<file path="src/rtl/encoder_ctrl_pkg.sv">
// Shared definitions for the encoder round controller.
//   state_t      : controller states; RST/GO/WAIT are shared by all five
//                  stages and qualified by the current stage index
//   stage_t      : stage index, CP = 0 .. RC = 4
//   ROUNDS       : number of encoder rounds per start
//   LAST_ROUND   : round_dbg value expected at the final CHECK
package encoder_ctrl_pkg;

  localparam int ROUNDS = 24;
  localparam logic [4:0] LAST_ROUND = 5'(ROUNDS - 1);

  typedef enum logic [3:0] {
    S_IDLE  = 4'd0,
    S_INIT  = 4'd1,
    S_LOAD  = 4'd2,
    S_RST   = 4'd3,
    S_GO    = 4'd4,
    S_WAIT  = 4'd5,
    S_CHECK = 4'd6,
    S_FEED  = 4'd7,
    S_DONE  = 4'd8,
    S_ERR   = 4'd9
  } state_t;

  typedef enum logic [2:0] {
    STG_CP = 3'd0,
    STG_RT = 3'd1,
    STG_PR = 3'd2,
    STG_RV = 3'd3,
    STG_RC = 3'd4
  } stage_t;

endpackage

</file>
<file path="src/rtl/ctrl_watchdog.sv">
// Per-stage watchdog counter.
//   clk, reset : system clock, async active-low reset
//   clr        : restart the count at zero (takes priority over en)
//   en         : count one waiting cycle
//   tc         : high during the WAIT_LIMIT-th enabled cycle after clr;
//                the count saturates there
module ctrl_watchdog #(
  parameter int WAIT_LIMIT = 4095,
  parameter int WCNT_W     = 12
) (
  input  logic clk,
  input  logic reset,
  input  logic clr,
  input  logic en,
  output logic tc
);

  logic [WCNT_W-1:0] cnt;

  // The count holds the number of cycles already waited, so it equals
  // WAIT_LIMIT-1 while the last permitted waiting cycle is in progress.
  assign tc = (cnt == WCNT_W'(WAIT_LIMIT - 1));

  always_ff @(posedge clk or negedge reset) begin
    if (!reset) begin
      cnt <= '0;
    end else if (clr) begin
      cnt <= '0;
    end else if (en && !tc) begin
      cnt <= cnt + 1'b1;
    end
  end

endmodule

</file>
<file path="src/rtl/encoder_ctrl.sv">
// Round sequencer for the 1600-bit encoder datapath.
// Runs 24 rounds of CP -> RT -> PR -> RV -> RC per start, feeding each
// result back into memory, with a watchdog on every stage wait.
//   clk, reset         : system clock, async active-low reset
//   start              : begin encoding (honoured in IDLE and ERR only)
//   completed          : round counter carry from the datapath
//   cp_Ready .. rc_done: per-stage finished flags
//   sel/load/save      : memory source select and strobes
//   next_round, r_rst  : round counter increment / reset
//   *_rst, *_start     : per-stage reset and start strobes
//   busy, done, error  : status; round_dbg mirrors the current round
//
// state | meaning
// IDLE  | waiting for start
// INIT  | reset round counter and all stages, round_dbg := 0
// LOAD  | load memory from raw_data (sel = 0)
// RST   | reset the current stage
// GO    | start the current stage, clear watchdog
// WAIT  | wait for the current stage's ready/done, watchdog running
// CHECK | decide between another round, DONE or ERR
// FEED  | feed result back (sel = 1), bump round
// DONE  | done + save pulse
// ERR   | watchdog or round consistency failure, wait for start
module encoder_ctrl
  import encoder_ctrl_pkg::*;
#(
  parameter int WAIT_LIMIT = 4095,
  parameter int WCNT_W     = 12
) (
  input  logic       clk,
  input  logic       reset,
  input  logic       start,
  input  logic       completed,
  input  logic       cp_Ready,
  input  logic       rt_Ready,
  input  logic       pr_done,
  input  logic       rv_done,
  input  logic       rc_done,
  output logic       sel,
  output logic       load,
  output logic       save,
  output logic       next_round,
  output logic       r_rst,
  output logic       cp_rst,
  output logic       rt_rst,
  output logic       pr_rst,
  output logic       rv_rst,
  output logic       rc_rst,
  output logic       cp_start,
  output logic       rt_start,
  output logic       pr_start,
  output logic       rv_start,
  output logic       rc_start,
  output logic       busy,
  output logic       done,
  output logic       error,
  output logic [4:0] round_dbg
);

  state_t     state_q, state_d;
  stage_t     stg_q, stg_d;
  logic [4:0] round_d;
  logic [4:0] stage_dones;
  logic       stage_done;
  logic       wd_tc;

  logic       sel_d, load_d, save_d, next_round_d, r_rst_d;
  logic       busy_d, done_d, error_d;
  logic [4:0] stg_hot;
  logic [4:0] srst_d, sstart_d, srst_q, sstart_q;

  assign stage_dones = {rc_done, rv_done, pr_done, rt_Ready, cp_Ready};
  assign stage_done  = stage_dones[stg_q];

  ctrl_watchdog #(
    .WAIT_LIMIT (WAIT_LIMIT),
    .WCNT_W     (WCNT_W)
  ) u_watchdog (
    .clk   (clk),
    .reset (reset),
    .clr   (state_q == S_GO),
    .en    (state_q == S_WAIT),
    .tc    (wd_tc)
  );

  always_ff @(posedge clk or negedge reset) begin
    if (!reset) begin
      state_q <= S_IDLE;
      stg_q   <= STG_CP;
    end else begin
      state_q <= state_d;
      stg_q   <= stg_d;
    end
  end

  always_comb begin
    state_d = state_q;
    stg_d   = stg_q;
    case (state_q)
      S_IDLE:  if (start) state_d = S_INIT;
      S_INIT:  state_d = S_LOAD;
      S_LOAD: begin
        state_d = S_RST;
        stg_d   = STG_CP;
      end
      S_RST:   state_d = S_GO;
      S_GO:    state_d = S_WAIT;
      S_WAIT: begin
        // A stage that finishes on its last permitted cycle is accepted.
        if (stage_done) begin
          if (stg_q == STG_RC) begin
            state_d = S_CHECK;
          end else begin
            state_d = S_RST;
            stg_d   = stage_t'(stg_q + 3'd1);
          end
        end else if (wd_tc) begin
          state_d = S_ERR;
        end
      end
      S_CHECK: begin
        if (completed) begin
          state_d = (round_dbg == LAST_ROUND) ? S_DONE : S_ERR;
        end else begin
          state_d = S_FEED;
        end
      end
      S_FEED: begin
        state_d = S_RST;
        stg_d   = STG_CP;
      end
      S_DONE:  state_d = S_IDLE;
      S_ERR:   if (start) state_d = S_INIT;
      default: state_d = S_IDLE;
    endcase
  end

  // Outputs are decoded from the next state and registered, so each
  // strobe is high exactly while the controller sits in its state.
  always_comb begin
    load_d       = 1'b0;
    save_d       = 1'b0;
    next_round_d = 1'b0;
    r_rst_d      = 1'b0;
    done_d       = 1'b0;
    error_d      = 1'b0;
    srst_d       = '0;
    sstart_d     = '0;
    round_d      = round_dbg;
    stg_hot      = 5'b00001 << stg_d;
    case (state_d)
      S_INIT: begin
        r_rst_d = 1'b1;
        srst_d  = 5'b11111;
        round_d = '0;
      end
      S_LOAD:  load_d   = 1'b1;
      S_RST:   srst_d   = stg_hot;
      S_GO:    sstart_d = stg_hot;
      S_FEED: begin
        next_round_d = 1'b1;
        load_d       = 1'b1;
        round_d      = round_dbg + 5'd1;
      end
      S_DONE: begin
        done_d = 1'b1;
        save_d = 1'b1;
      end
      S_ERR:   error_d = 1'b1;
      default: ;
    endcase
    sel_d  = !(state_d inside {S_IDLE, S_INIT, S_LOAD});
    busy_d = !(state_d inside {S_IDLE, S_ERR});
  end

  always_ff @(posedge clk or negedge reset) begin
    if (!reset) begin
      sel        <= 1'b0;
      load       <= 1'b0;
      save       <= 1'b0;
      next_round <= 1'b0;
      r_rst      <= 1'b0;
      busy       <= 1'b0;
      done       <= 1'b0;
      error      <= 1'b0;
      srst_q     <= '0;
      sstart_q   <= '0;
      round_dbg  <= '0;
    end else begin
      sel        <= sel_d;
      load       <= load_d;
      save       <= save_d;
      next_round <= next_round_d;
      r_rst      <= r_rst_d;
      busy       <= busy_d;
      done       <= done_d;
      error      <= error_d;
      srst_q     <= srst_d;
      sstart_q   <= sstart_d;
      round_dbg  <= round_d;
    end
  end

  assign cp_rst   = srst_q[STG_CP];
  assign rt_rst   = srst_q[STG_RT];
  assign pr_rst   = srst_q[STG_PR];
  assign rv_rst   = srst_q[STG_RV];
  assign rc_rst   = srst_q[STG_RC];
  assign cp_start = sstart_q[STG_CP];
  assign rt_start = sstart_q[STG_RT];
  assign pr_start = sstart_q[STG_PR];
  assign rv_start = sstart_q[STG_RV];
  assign rc_start = sstart_q[STG_RC];

endmodule

</file>
<file path="config.mk">
export PLATFORM = sky130hd
export DESIGN_NAME = encoder_ctrl
export DESIGN_NICKNAME = d
export VERILOG_FILES = /design/src/rtl/encoder_ctrl_pkg.sv /design/src/rtl/ctrl_watchdog.sv /design/src/rtl/encoder_ctrl.sv
export SDC_FILE = /design/constraint.sdc
export NUM_CORES = 1
export LEC_CHECK = 0
export ABC_CLOCK_PERIOD_IN_PS = 5900
export BUFFER_PORTS_ARGS = -buffer_cell sky130_fd_sc_hd__buf_2
export CORE_ASPECT_RATIO = 1.75
export CORE_MARGIN = 2
export CORE_UTILIZATION = 38
export DETAILED_ROUTE_END_ITERATION = 8
export SYNTH_ARGS = -nofsm -noshare
export SYNTH_HDL_FRONTEND = slang
export SYNTH_SLANG_ARGS = --single-unit
</file>
<file path="constraint.sdc">
create_clock -name clk -period 5.9 [get_ports clk]
set_input_delay 1.18 -clock clk [delete_from_list [all_inputs] [get_ports clk]]
set_output_delay 1.18 -clock clk [all_outputs]
set_load 0.05 [all_outputs]
</file>
==> results of run 1 <==
[flip-flops by register name (all words and copies together), names as in the netlist]
| signal | flops |
|---|---|
| busy | 1 |
| done | 1 |
| error | 1 |
| load | 1 |
| next_round | 1 |
| r_rst | 1 |
| round_dbg | 5 |
| sel | 1 |
| srst_q | 5 |
| sstart_q | 5 |
| state_q | 4 |
| stg_q | 3 |
| u_watchdog.cnt | 12 |
[power groups by stage]
stage	combinational, W	sequential (W)	clock [W]
5_1_grt	0.000627	0.000447	0.000207
6_report	0.000579	0.000434	0.000191
2_1_floorplan	0.000376	0.000532	0
4_1_cts	0.000583	0.000433	0.000197
3_5_place_dp	0.000581	0.000438	0
3_3_place_gp	0.000578	0.000437	0
[layout make-up]
cell class              instances  share of cell area
inverters                      14             0.02043
multi-input cells             173              0.4446
repair buffers                 32             0.06323
clock inverters                 1            0.002918
well taps                      78             0.03794
clock buffers                   6             0.03210
flip-flops and latches         41              0.3988
[logic make-up after synthesis]
group,count (synthesis),share of synthesized area
AND/OR/NAND/NOR,97,0.2497
buffers and inverters,24,0.05863
XOR/XNOR,4,0.01520
flip-flops,41,0.4452
AO/OA/AOI/OAI,63,0.1792
adder cells (fa/ha/maj),5,0.02714
multiplexers,4,0.02497
[worst paths after layout]
path / cells past startpoint / start / to
worst max-delay path: 6 / rc_done / srst_q[4]
max in group asynchronous: 1 / reset / stg_q[2]
worst max register to register: 7 / stg_q[1] / srst_q[0]
worst min-delay path: 1 / round_dbg[3] / round_dbg[3]
min in group asynchronous: 1 / reset / u_watchdog.cnt[3]
worst min register to register: 1 / round_dbg[3] / round_dbg[3]
[synthesized netlist by cell type (3+ instances only)]
cell type  instances  area, µm²
o31ai_1            3      22.52
o21ai_0           15      75.07
or3_1              8      50.05
o22ai_1            3      18.77
nor2_1            21      78.83
buf_4              3      22.52
o21ai_1            8      40.04
nand3_1           10      50.05
o21a_1             3      22.52
nand2_1           15      56.30
xor2_1             3      26.28
nand4_1            5      31.28
buf_6              4      45.04
a21oi_1           13      65.06
ha_1               5      62.56
dfrtp_1           41       1026
nand2b_1           7      43.79
inv_1             13      48.80
a31oi_1            3      18.77
buf_2              3      15.01
nor2b_1            5      31.28
nor3_1             5      25.02
[per-layer routing]
| layer | part of all wire | global-route usage |
|---|---|---|
| met1 | 0.40 | 0.1714 |
| met2 | 0.55 | 0.3078 |
| met3 | 0.020 | 0.02204 |
| met4 | 0.024 | 0.08095 |
| met5 | 0 | 0 |
[metrics by stage]
| step | instance area (µm²) | power, W | hold WS [ns] | utilization |
|---|---|---|---|---|
| 4_1_cts | 2572 | 0.001213 | 0.5367 | 0.4375 |
| 5_1_grt | 2572 | 0.001282 | 0.5745 | 0.4375 |
| 6_report | 2572 | 0.001204 | 0.5267 | 0.4375 |
| 3_5_place_dp | 2482 | 0.001020 | 0.5269 | 0.4222 |
| 2_1_floorplan | 2305 | 0.0009080 | 0.5068 | - |
| 3_3_place_gp | 2482 | 0.001015 | 0.5214 | 0.4222 |
==> impl_metrics.yaml, run 1 <==
final_layout:
  layout_commonest_cell: "dfrtp_1"
  syn_to_final_growth_pct: 11.62
  nNetsFinal: 281
  antenna_cells: 0
  mostFrequentLayoutCells: "dfrtp_1 (41), buf_2 (31), nor2_1 (21), o21ai_0 (15), nand2_1 (15)"
  seq_area_um2: 1026
  post_layout_nonfiller_instances: 345
  drive_above_1_share: 0.1985
  multi_input_area_um2: 1144
  fill_cells: 612
drt:
  drc: 0
  via_per_inst: 5.467
  firstDrtPassIters: 4
  first_iter_violations: 33
  finalWirelength_um: 5192
  vias: 1886
  ant_nets: 0
  wl_per_cell_um: 15.05
die:
  die_y_um: 107.0
  die-width_um: 62.87
  core-area_um2: 5879
  rows: 37
  num_io_pins: 32
  initial_core_util: 0.3920
  die-area_um2: 6729
placement:
  placed_cells: 338
  gp_congestion: 0.7993
  place_hpwl_um: 3838
  io_buffer_count: 31
  pre_cts_ws_ns: 3.051
global_route:
  grt_pass1_vias: 1886
  track_usage: 0.1624
  grt_max_degree: 42
  antenna_found_initial: 0
  grt_pass1_wl_um: 8707
  grt_overflow: 0
timing:
  fin_skew_ns: 0.009402
  finalWorstPathRequiredPeriod_ns: 2.482
  rsz0062_at_grt: "no"
  finalSetupTns_ns: 0
  min_period_over_period: 0.4207
  setup_viol: 0
  hold_viol: 0
  finalMaxSlewViolations: 0
  fmax_mhz: 402.9
  relSlewSlack: 0.3644
  setup_ws_ns: 3.418
  tightest_slew_ns: 0.9534
power_and_ir_drop:
  switching_share: 0.4765
  pwr-share-comb: 0.481
  p_per_area_nw_per_um2: 468.1
  power.static_leakage_nw: 1.154
  switching_power_w: 0.0005737
  pwr-share-seq: 0.360
  p_int_w: 0.0006304
  irDropWorstVdd_mv: 0.2475
  pwr-share-clk: 0.159
clock_tree:
  cts_root_buffer: "clkbuf_8"
  postCtsHoldBufs: 0
  cts_repair_resize_count: 0
  clkTransAtPathRegs_ns: 0.08
  clock_path_buffers: 2
  htreeDepth: 2
  cts.sinks: 41
  postCtsSetupRepairBufs: 0
  worstSkewPairLatency_ns: 0.29
  numCtsBuffers: 5
  cts_tree: "built"
critical_path:
  crit_family: "compound AO/OA/AOI/OAI gates"
  worst_path_max_delay_cell: "or4b_4"
  worstPathArrival_ns: 2.69
  cp_data_required_time_ns: 6.11
  cp_max_fo: 4
  end_kind: "flip-flop"
  cp-start-kind: "input pin"
  path_buf_inv: 1
  path_cells: "buf_2 > nand4bb_4 > o21a_1 > a211oi_2 > or4b_4 > o31ai_4"
  cpPeakStageDelay_ns: 0.55
  rrSetupSlack_ns: 3.51
  worst-setup-path-type: "input pin to flip-flop"
logic_synthesis:
  yosys_most_used_dff: "dfrtp_1"
  synth_fp_nets: 252
  synthArstFlopShare: 1.000
  synth-edff-count: 0
  syn_inst: 238
  yosysSeqAreaShare: 0.4452
  syn_area_um2: 2305
  yosysWarnings: 0
  synth_seq_cells: 41
  synthDistinctLibCells: 54
  syn_avg_cell_area_um2: 9.684
run:
  drv_cap: 0
min_path:
  min_path_type: "flip-flop to flip-flop"
outcome:
  outcome: "finished, final reports clean"
No activity file was read; power rests on OpenSTA's default activity.
==> inputs of run 2 (changes only) <==
--- a/config.mk
+++ b/config.mk
@@ -5,7 +5,7 @@
 export SDC_FILE = /design/constraint.sdc
 export NUM_CORES = 1
 export LEC_CHECK = 0
-export ABC_CLOCK_PERIOD_IN_PS = 5900
+export ABC_CLOCK_PERIOD_IN_PS = 2300
 export BUFFER_PORTS_ARGS = -buffer_cell sky130_fd_sc_hd__buf_2
 export CORE_ASPECT_RATIO = 1.75
 export CORE_MARGIN = 2
==> constraint.sdc (replaced) <==
create_clock -name clk -period 2.3 [get_ports clk]
set_input_delay 0.46 -clock clk [delete_from_list [all_inputs] [get_ports clk]]
set_output_delay 0.46 -clock clk [all_outputs]
set_load 0.05 [all_outputs]
==> run 2 against run 1 <==
  * Die area is the same
  * Global-route usage up 0.65 points
  * Via count is 3.0% higher
  * Combinational power increased to 2.9 times the previous value
  * Clock power rose to 3.7 times the previous value
  * Sequential share of layout area decreased by 2.0 points
  * Utilization is 2.3 points higher
  * First-iteration DRC count grew 21%
  * Cell count grew 3.2%
  * Clock skew fell by 0.0049 ns
  * Sequential cell count did not move
  * Non-clock buffer count increased by 10
  * Critical endpoint is now srst_q[0]
==> impl_metrics.yaml, run 2 (synthesis results as in run 1) <==
outcome:
  outcome: "finished, final reports clean"
drt:
  firstDrtPassIters: 4
  vias: 1943
  ant_nets: 0
  wl_per_cell_um: 14.84
  via_per_inst: 5.458
  finalWirelength_um: 5282
  drc: 0
  first_iter_violations: 40
global_route:
  track_usage: 0.1689
  grt_overflow: 0
  antenna_found_initial: 0
  grt_pass1_wl_um: 8976
  grt_pass1_vias: 1926
  grt_max_degree: 23
timing:
  finalMaxSlewViolations: 0
  setup_viol: 0
  fin_skew_ns: 0.004494
  hold_viol: 0
  relSlewSlack: 0.6728
  setup_ws_ns: 0.1256
  fmax_mhz: 459.9
  rsz0062_at_grt: "no"
  tightest_slew_ns: 0.4908
  finalSetupTns_ns: 0
  min_period_over_period: 0.9454
  finalWorstPathRequiredPeriod_ns: 2.174
final_layout:
  nNetsFinal: 291
  mostFrequentLayoutCells: "dfrtp_1 (40), buf_2 (31), nor2_1 (21), o21ai_0 (15), nand2_1 (15)"
  antenna_cells: 0
  syn_to_final_growth_pct: 17.54
  layout_commonest_cell: "dfrtp_1"
  largest_reg_flops: 12
  post_layout_nonfiller_instances: 356
  fill_cells: 591
  drive_above_1_share: 0.2338
  top_register: "u_watchdog.cnt"
placement:
  placed_cells: 348
  io_buffer_count: 31
  place_hpwl_um: 4112
  pre_cts_ws_ns: 0.1046
  gp_congestion: 0.8713
critical_path:
  cp-start-kind: "flip-flop"
  cp_data_required_time_ns: 2.53
  worst-setup-path-type: "flip-flop to flip-flop"
  path_cells: "buf_4 > nand4bb_4 > o21a_1 > a211oi_2 > or4b_4 > o21ai_1"
  end_kind: "flip-flop"
  worst_path_max_delay_cell: "or4b_4"
  worstPathArrival_ns: 2.40
  cp_max_fo: 6
  reg2regPathDepth: 6
  crit_family: "simple AND/OR/NAND/NOR gates"
  cpPeakStageDelay_ns: 0.54
  worst-path-stages: 6
  path_buf_inv: 1
run:
  drv_cap: 0
clock_tree:
  cts.sinks: 41
  postCtsSetupRepairBufs: 0
  worstSkewPairLatency_ns: 0.30
  htreeDepth: 2
  cts_tree: "built"
  numCtsBuffers: 5
  clkTransAtPathRegs_ns: 0.09
  clock_path_buffers: 2
  cts_root_buffer: "clkbuf_8"
die:
  die-area_um2: 6729
  initial_core_util: 0.3920
  rows: 37
  num_io_pins: 32
  die-width_um: 62.87
  die_y_um: 107.0
  core-area_um2: 5879
power_and_ir_drop:
  irDropWorstVdd_mv: 0.8793
  power.static_leakage_nw: 1.234
  p_per_area_nw_per_um2: 1261
min_path:
  min_path_type: "input pin to asynchronous set/reset pin"
==> run 2: changes by cell type in the layout (fill, tap and decap cells not counted), sizes merged <==
| cell | previous run | this run |
|---|---|---|
| bufinv | 0 | 2 |
| clkinvlp | 1 | 0 |
| inv | 14 | 15 |
| buf | 32 | 42 |
| clkbuf | 6 | 5 |
==> run 2: final cells by class <==
| class | count | area (µm²) | area share |
|---|---|---|---|
| inverter | 14 | 52.55 | 0.01940 |
| clock inverter | 3 | 68.82 | 0.02540 |
| timing repair buffer | 42 | 250.2 | 0.09238 |
| clock buffer | 5 | 68.82 | 0.02540 |
| multi-input combinational | 173 | 1144 | 0.4222 |
| sequential | 41 | 1027 | 0.3792 |
| tap | 78 | 97.59 | 0.03603 |
==> run 2: path summary, 6_finish.rpt <==
| path | from | end | slack [ns] |
|---|---|---|---|
| setup / recovery | stg_q[1] | srst_q[0] | 0.13 |
| hold / removal | reset | u_watchdog.cnt[0] | 0.11 |
| setup reg to reg | stg_q[1] | srst_q[0] | 0.13 |
| hold reg to reg | round_dbg[0] | round_dbg[0] | 0.54 |
| max in group asynchronous | reset | round_dbg[1] | 1.71 |
| min in group clk | round_dbg[0] | round_dbg[0] | 0.54 |
==> run 2: report_power, final <==
| part | internal (W) | total, W | switching, W |
|---|---|---|---|
| clock | 0.000437 | 0.000715 | 0.000278 |
| combinational | 0.000564 | 0.00169 | 0.00113 |
| sequential | 0.000888 | 0.00101 | 0.000121 |
| total | 0.00189 | 0.00342 | 0.00153 |
==> run 2: timing repair <==
action / in CTS / in global routing
hold buffers: 0 / 0
endpoints found under the setup margin: 0 / 3
gates resized for setup: 0 / 1
==> run 2: stage by stage <==
stage	total power [W]	utilization	hold slack, ns	cell area [µm²]
global placement	0.002710	0.4371	0.4482	2570
finish	0.003416	0.4607	0.1063	2709
CTS	0.003437	0.4605	0.1212	2708
global route	0.003626	0.4607	0.1431	2709
detailed placement	0.002713	0.4371	0.4567	2570
floorplan	0.002329	-	0.1644	2305
==> run 2: layer usage <==
metal,up-vias,global-route usage,wire length [µm]
li1,943,-,-
met1,960,0.1750,2037
met2,29,0.3229,2964
met3,11,0.03148,137
met4,0,0.07302,142
met5,-,0,0
==> inputs of run 3 (changes only) <==
--- a/config.mk
+++ b/config.mk
@@ -5,12 +5,13 @@
 export SDC_FILE = /design/constraint.sdc
 export NUM_CORES = 1
 export LEC_CHECK = 0
-export ABC_CLOCK_PERIOD_IN_PS = 2300
+export ABC_CLOCK_PERIOD_IN_PS = 2700
 export BUFFER_PORTS_ARGS = -buffer_cell sky130_fd_sc_hd__buf_2
 export CORE_ASPECT_RATIO = 1.75
 export CORE_MARGIN = 2
 export CORE_UTILIZATION = 38
 export DETAILED_ROUTE_END_ITERATION = 8
+export REMOVE_ABC_BUFFERS = 1
 export SYNTH_ARGS = -nofsm -noshare
 export SYNTH_HDL_FRONTEND = slang
 export SYNTH_SLANG_ARGS = --single-unit
==> constraint.sdc (replaced) <==
create_clock -name clk -period 2.7 [get_ports clk]
set_input_delay 0.54 -clock clk [delete_from_list [all_inputs] [get_ports clk]]
set_output_delay 0.54 -clock clk [all_outputs]
set_load 0.05 [all_outputs]
==> run 3 against run 2 <==
  * Sequential cell count did not move
  * Routed wire length fell by 2.0%
  * Hold slack gained 0.26 ns
  * Combinational power down 20%
  * First-iteration DRC count is 45% higher
  * Via count decreased by 4.2%
  * Non-clock buffer count down 6
  * Sequential share of layout area rose by 1.4 points
  * Setup slack better by 0.24 ns
  * Utilization shrank 1.7 points
  * Largest power group unchanged
==> impl_metrics.yaml, run 3 (synthesis results as in run 1) <==
drt:
  drc: 0
  wl_per_cell_um: 14.79
  vias: 1862
  ant_nets: 0
  first_iter_violations: 58
  finalWirelength_um: 5176
  via_per_inst: 5.320
  firstDrtPassIters: 4
placement:
  io_buffer_count: 31
  gp_congestion: 0.7702
  dpl-instance-area_um2: 2512
  place_hpwl_um: 3852
critical_path:
  cp-start-kind: "flip-flop"
  crit_family: "compound AO/OA/AOI/OAI gates"
  end_kind: "flip-flop"
  reg2regPathDepth: 6
  cp_max_fo: 10
  worstPathArrival_ns: 2.55
  timing.rr.end: "srst_q[0]"
  path_buf_inv: 1
  worst_path_max_delay_cell: "dfrtp_1"
  cp_data_required_time_ns: 2.92
  r2r_start: "stg_q[1]"
  cpPeakStageDelay_ns: 0.56
  rrSetupSlack_ns: 0.37
  path_cells: "inv_1 > ha_1 > o21a_1 > a211oi_2 > or4b_4 > o21ai_1"
  worst-setup-path-type: "flip-flop to flip-flop"
clock_tree:
  postCtsHoldBufs: 0
  worstSkewPairLatency_ns: 0.31
  cts.sinks: 41
  cts_root_buffer: "clkbuf_8"
  clkTransAtPathRegs_ns: 0.08
  cts_tree: "built"
  numCtsBuffers: 5
  cts_repair_resize_count: 0
  htreeDepth: 2
  postCtsSetupRepairBufs: 0
  clock_path_buffers: 2
global_route:
  track_usage: 0.1687
  antenna_found_initial: 0
  grt_overflow: 0
  grt_pass1_wl_um: 8804
  grt_max_degree: 42
  grt_pass1_vias: 1839
timing:
  setup_viol: 0
  rsz0062_at_grt: "no"
  relSlewSlack: 0.3893
  tightest_slew_ns: 0.9160
  hold_viol: 0
  min_period_over_period: 0.8631
  whs_ns: 0.3640
  finalWorstPathRequiredPeriod_ns: 2.330
  fin_skew_ns: 0.005286
  finalSetupTns_ns: 0
  fmax_mhz: 429.1
  finalMaxSlewViolations: 0
power_and_ir_drop:
  power.static_leakage_nw: 1.182
  pwr-share-clk: 0.163
  irDropWorstVdd_mv: 0.4713
  pwr-share-seq: 0.336
  switching_power_w: 0.001284
  pwr-share-comb: 0.501
  total_power_w: 0.002699
  p_per_area_nw_per_um2: 1035
  switching_share: 0.4757
  p_int_w: 0.001415
final_layout:
  mostFrequentLayoutCells: "dfrtp_1 (41), buf_2 (31), nor2_1 (21), o21ai_0 (15), nand2_1 (15)"
  largest_reg_flops: 12
  nNetsFinal: 285
  syn_to_final_growth_pct: 13.19
  antenna_cells: 0
  top_register: "u_watchdog.cnt"
  fin_area_um2: 2609
  drive_above_1_share: 0.2132
  layout_commonest_cell: "dfrtp_1"
outcome:
  outcome: "finished, final reports clean"
die:
  die_y_um: 107.0
  rows: 37
  num_io_pins: 32
  die-area_um2: 6729
  die-width_um: 62.87
  core-area_um2: 5879
  initial_core_util: 0.3920
run:
  drv_cap: 0
min_path:
  min_path_type: "input pin to asynchronous set/reset pin"
run 3: cell count changes in the layout (fill, tap and decap cells not counted):
cell / change
dfrtp_1: +1
clkbuf_8: +1
buf_12: -1
clkinv_2: +1
inv_6: -1
buf_4: -5
clkinv_4: +1
dfrtp_2: -1
bufinv_16: -2
run 3: cell type report:
cell class	count	area, µm²
timing repair buffer	36	192.7
clock inverter	2	13.76
fill	608	3271
tap	78	97.59
inverter	14	52.55
clock buffer	6	82.58
multi-input combinational	173	1144
sequential	41	1026
run 3: how the worst max path moves through the flow:
stage                           from                 to  slack (ns)  depth (start not counted)
final                       stg_q[1]          srst_q[0]        0.37                          6
after global routing        stg_q[1]          srst_q[0]        0.24                          6
after CTS                   stg_q[1]          srst_q[0]        0.37                          6
after detailed placement    stg_q[1]          srst_q[0]        0.40                          6
after global placement      stg_q[1]          srst_q[4]        0.43                          6
after floorplan           state_q[2]  u_watchdog.cnt[6]        0.44                          4
run 3: metrics by stage:
step           setup slack (ns)  utilization  cells
2_1_floorplan            0.4418            -    228
3_3_place_gp             0.4251       0.4273    342
3_5_place_dp             0.3999       0.4273    342
4_1_cts                  0.3735       0.4437    350
5_1_grt                  0.2360       0.4437    350
6_report                 0.3695       0.4437    350
run 3: power groups by stage:
stage	registers (W)	logic, W	clock network (W)
2_1_floorplan	0.00124	0.000662	0
6_report	0.000907	0.00135	0.000440
5_1_grt	0.000931	0.00148	0.000476
3_5_place_dp	0.000917	0.00136	0
3_3_place_gp	0.000916	0.00135	0
4_1_cts	0.000906	0.00136	0.000456
run 3: per-layer routing:
layer / up-vias / routed length [µm] / GRT usage
met5: - / 0 / 0
li1: 925 / - / -
met1: 897 / 2037 / 0.1805
met3: 9 / 158 / 0.03253
met4: 0 / 118 / 0.07778
met2: 31 / 2862 / 0.3131
